File: config.mk
export PLATFORM = sky130hd
export DESIGN_NAME = pattern_detector_param
export DESIGN_NICKNAME = d
export VERILOG_FILES = /design/src/rtl/pattern_detector_param.sv
export SDC_FILE = /design/constraint.sdc
export NUM_CORES = 1
export LEC_CHECK = 0
export ABC_CLOCK_PERIOD_IN_PS = 1600
export CAP_MARGIN = 10
export CORE_MARGIN = 2
export CORE_UTILIZATION = 29
export DETAILED_ROUTE_END_ITERATION = 16
export GPL_TIMING_DRIVEN = 0
export PLACE_DENSITY = 0.52
export SLEW_MARGIN = 25
export SYNTH_ARGS = -nofsm -noshare
export SYNTH_HDL_FRONTEND = slang
export SYNTH_SLANG_ARGS = --single-unit
File: constraint.sdc
create_clock -name clk -period 1.6 [get_ports clk]
set_input_delay 0.16 -clock clk [delete_from_list [all_inputs] [get_ports clk]]
set_output_delay 0.16 -clock clk [all_outputs]
set_load 0.01 [all_outputs]
File: src/rtl/pattern_detector_param.sv
// Configurable serial pattern detector with a don't-care mask, selectable overlap,
// a registered match pulse and a saturating match counter.
module pattern_detector_param #(
    parameter int SYM_W   = 1,
    parameter int PAT_LEN = 5,
    parameter int CNT_W   = 8
) (
    input  logic                     clk,
    input  logic                     reset,
    input  logic [SYM_W-1:0]         d_in,
    input  logic                     valid_in,
    input  logic                     cfg_load,
    input  logic [PAT_LEN*SYM_W-1:0] cfg_pattern,
    input  logic [PAT_LEN-1:0]       cfg_mask,
    input  logic                     cfg_overlap,
    input  logic                     clr_count,
    output logic                     pattern_flag,
    output logic [CNT_W-1:0]         match_count,
    output logic                     armed
);

    localparam int HIST_W = PAT_LEN * SYM_W;
    localparam int FILL_W = $clog2(PAT_LEN + 1);
    localparam logic [FILL_W-1:0] FILL_FULL = FILL_W'(PAT_LEN);
    localparam logic [CNT_W-1:0]  CNT_MAX   = '1;

    typedef enum logic {
        IDLE = 1'b0,
        RUN  = 1'b1
    } state_t;

    state_t              state_q, state_d;
    logic [HIST_W-1:0]   hist_q, hist_d;
    logic [FILL_W-1:0]   fill_q, fill_d;
    logic [HIST_W-1:0]   pat_q, pat_d;
    logic [PAT_LEN-1:0]  mask_q, mask_d;
    logic                ovl_q, ovl_d;
    logic                flag_q, flag_d;
    logic [CNT_W-1:0]    count_q, count_d;

    logic [HIST_W-1:0]   hist_shift;
    logic [FILL_W-1:0]   fill_inc;
    logic                hit;
    logic                accept;
    logic                match;

    // NOTE: every variable gets a default before any branch so no path can infer a latch.
    always_comb begin
        state_d = state_q;
        hist_d  = hist_q;
        fill_d  = fill_q;
        pat_d   = pat_q;
        mask_d  = mask_q;
        ovl_d   = ovl_q;
        count_d = count_q;

        // Newest symbol enters at the top; index 0 holds the oldest.
        hist_shift = {d_in, hist_q[HIST_W-1:SYM_W]};
        fill_inc   = (fill_q == FILL_FULL) ? fill_q : fill_q + 1'b1;

        hit = 1'b1;
        for (int i = 0; i < PAT_LEN; i++) begin
            if (mask_q[i] && (hist_shift[i*SYM_W +: SYM_W] != pat_q[i*SYM_W +: SYM_W])) begin
                hit = 1'b0;
            end
        end

        accept = (state_q == RUN) && valid_in && !cfg_load;
        match  = accept && (fill_inc == FILL_FULL) && hit;
        flag_d = match;

        if (cfg_load) begin
            state_d = RUN;
            pat_d   = cfg_pattern;
            mask_d  = cfg_mask;
            ovl_d   = cfg_overlap;
            hist_d  = '0;
            fill_d  = '0;
        end else if (accept) begin
            hist_d = hist_shift;
            fill_d = (match && !ovl_q) ? '0 : fill_inc;
        end

        if (clr_count) begin
            count_d = match ? CNT_W'(1) : '0;
        end else if (match && (count_q != CNT_MAX)) begin
            count_d = count_q + 1'b1;
        end
    end

    // NOTE: sequential state uses non-blocking assignments so all flops update together.
    always_ff @(posedge clk or posedge reset) begin
        if (reset) begin
            state_q <= IDLE;
            hist_q  <= '0;
            fill_q  <= '0;
            pat_q   <= '0;
            mask_q  <= '1;
            ovl_q   <= 1'b0;
            flag_q  <= 1'b0;
            count_q <= '0;
        end else begin
            state_q <= state_d;
            hist_q  <= hist_d;
            fill_q  <= fill_d;
            pat_q   <= pat_d;
            mask_q  <= mask_d;
            ovl_q   <= ovl_d;
            flag_q  <= flag_d;
            count_q <= count_d;
        end
    end

    assign pattern_flag = flag_q;
    assign match_count  = count_q;
    assign armed        = (state_q == RUN);

endmodule

==> flow_summary.json <==
{
  "stdcell_area_um2": 1990,
  "drive_above_1_share_pct": 32.2,
  "cts_made_buffers": 3,
  "syn_to_final_growth_pct": 43.1,
  "synth_area_per_cell_um2": 11.0,
  "final_common_cell": "clkdlybuf4s50_1",
  "hold_buffers": 0,
  "leakage_uw": 0.000813,
  "highest_layer": "met4",
  "drt_iter0_markers": 41,
  "setup_viol": 11,
  "grt_pass1_wl_um": 5620,
  "power.density_nw_per_um2": 781,
  "post_drt_wl_per_cell_um": 14.8,
  "synth_top_family_by_area": "simple AND/OR/NAND/NOR gates",
  "ys_types": 33,
  "fin_crit_sh_pct": 110,
  "worst_slack_ns": -0.166,
  "vias": 1157,
  "rsz0062_at_grt": "true",
  "wl_um": 3320,
  "synth-compound-area-share_pct": 11.1,
  "ys_seq_area_share_pct": 50.9,
  "overflow": 0,
  "placed_area_um2": 1720,
  "rows": 25,
  "layout.nets": 192,
  "wl_met2_um": 1650,
  "period_minus_slack_ns": 1.77,
  "stdcell_count": 225,
  "dp_hpwl_um": 2120,
  "first_pass_iters": 4,
  "htree_levels": 1,
  "arrival_ns": 1.95,
  "skew_ns": 0.00417,
  "max_slew_margin_pct": 59.5,
  "cts_tree": "yes",
  "grt_pass1_vias": 1196,
  "drc_errors": 0,
  "syn_inst": 126,
  "totalPowerFinal_uw": 1550,
  "peakVddDrop_mv": 0.323,
  "synth.area.mux_share_pct": 9.63,
  "ys_warn_count": 0,
  "setup.worst_path.start_class": "register",
  "wl_met3_um": 148,
  "final_cell_mix": "clkdlybuf4s50_1 (25), dfrtp_1 (21), buf_4 (14)",
  "cts.clk_slew.worst_paths_ns": 0.10,
  "fin_tns_setup_ns": -1.13,
  "clock_latency_ns": 0.28,
  "worst_slew_pin_slew_ns": 0.606,
  "crit_fanout": 6,
  "cap_violations": 0,
  "fmax_ghz": 0.566,
  "met1_length_um": 1430,
  "ys_seq_elements": 28,
  "critPathKind": "reg2reg",
  "syn-num-nets": 146,
  "cts.path.max_buffers": 2,
  "grt_start_max_net_pins": 29,
  "dieArea_um2": 5360,
  "finalHoldViolations": 0,
  "die-height_um": 73.2,
  "gp_congestion": 0.736,
  "ios": 27,
  "grt.total_usage_pct": 13.8,
  "cts.sinks": 28,
  "syn-cell-area_um2": 1390,
  "synth_simple_gate_area_share_pct": 19.3,
  "place_inst": 206,
  "synth_xor_area_share_pct": 3.78,
  "port_buffers": 26,
  "antenna_found_initial": 0,
  "drv_slew": 0,
  "endpoint_kind": "register",
  "n_antenna_cell": 0,
  "synth_fa_ha_area_share_pct": 2.70,
  "hp-class": "in2async",
  "cp_data_required_time_ns": 1.78,
  "cts_root_buffer": "clkbuf_8",
  "failed_checks": "setup timing",
  "start_util_pct": 29.8,
  "die_w_um": 73.2,
  "antenna_left": 0,
  "outcome": "complete, but fails checks",
  "preCtsSetupSlack_ns": -0.629,
  "viasPerCell": 5.14,
  "core_area_um2": 4660
}
critical path: stages (launching register included):
cell and delay, ns:
dfrtp_1 0.40, xor2_1 0.16, a22o_1 0.26, nand4b_4 0.23, or4_1 0.42, and3_1 0.19
worst paths after layout:
path / startpoint / cells after the start / end / slack, ns
worst max-delay path: pat_q[3] / 5 / match_count[7] / -0.17
worst min-delay path: reset / 2 / match_count[4] / 0.26
worst max register to register: pat_q[3] / 5 / match_count[7] / -0.17
worst min register to register: pat_q[0] / 1 / pat_q[0] / 0.54
max in group asynchronous: reset / 2 / armed / 0.90
min in group clk: valid_in / 3 / hist_q[4] / 0.40
power by group:
part	total, uW	switching, uW	internal (uW)
Combinational	201	88.8	113
Clock	568	232	336
Sequential	784	31.2	753
cell usage after synthesis (all sizes together):
cell type | count | area [um2]
o31ai | 3 | 22.5
and3 | 3 | 18.8
or4 | 5 | 37.5
nor3 | 2 | 10.0
dfstp | 5 | 131
mux2 | 11 | 124
o41ai | 2 | 17.5
nand4b | 1 | 23.8
nand2 | 13 | 56.3
or2 | 1 | 6.26
or4b | 1 | 10.0
nor2 | 4 | 15.0
or3 | 1 | 6.26
a21o | 1 | 7.51
nor4b | 1 | 23.8
nor3b | 1 | 7.51
dfrtp | 23 | 576
ha | 3 | 37.5
o211ai | 2 | 15.0
inv | 6 | 22.5
a21oi | 10 | 50.1
o21ai | 2 | 10.0
xor2 | 6 | 52.6
nand3 | 8 | 40.0
clkbuf | 3 | 11.3
a31oi | 1 | 6.26
a2111oi | 1 | 8.76
a22o | 1 | 8.76
mux2i | 1 | 10.0
buf | 1 | 3.75
a22oi | 1 | 7.51
nand4 | 2 | 12.5
repair_timing:
item / 4_1_cts / 5_1_grt
resized for setup: 12 / 10
setup buffers: 11 / 4
setup endpoints to repair: 12 / 13
pin swaps: 11 / 0
gates cloned: 2 / 0
final cells by class:
cell class,count,area [um2]
flip-flops and latches,28,709
repair buffers,41,375
multi-input cells,89,719
plain buffers,3,23.8
fillers,446,2670
inverters,6,22.5
clock buffers,3,41.3
well taps,54,67.6
clock inverters,1,30.0
flip-flops by register name, summed over array words and instances (netlist names):
signal        count
pat_q             5
hist_q            4
match_count       8
armed             1
pattern_flag      1
ovl_q             1
mask_q            5
fill_q            3
through the flow:
step / hold slack (ns) / utilization [%]
final: 0.261 / 42.7
after global routing: 0.314 / 42.7
after CTS: 0.284 / 41.6
after detailed placement: 0.517 / 37.0
after global placement: 0.512 / 37.0
after floorplan: 0.222 / -
routing by layer:
metal / global-route usage (%) / vias up
met5: 0 / -
met4: 6.58 / 0
met3: 2.62 / 9
met2: 23.4 / 32
met1: 16.5 / 565
li1: - / 551
logic make-up after synthesis:
kind of cell | count (synthesis)
AND/OR/NAND/NOR | 43
XOR/XNOR | 6
AO/OA/AOI/OAI | 24
adder cells (fa/ha/maj) | 3
flip-flops | 28
buffers and inverters | 10
multiplexers | 12
Note: power is estimated with default switching activity, not from simulation.
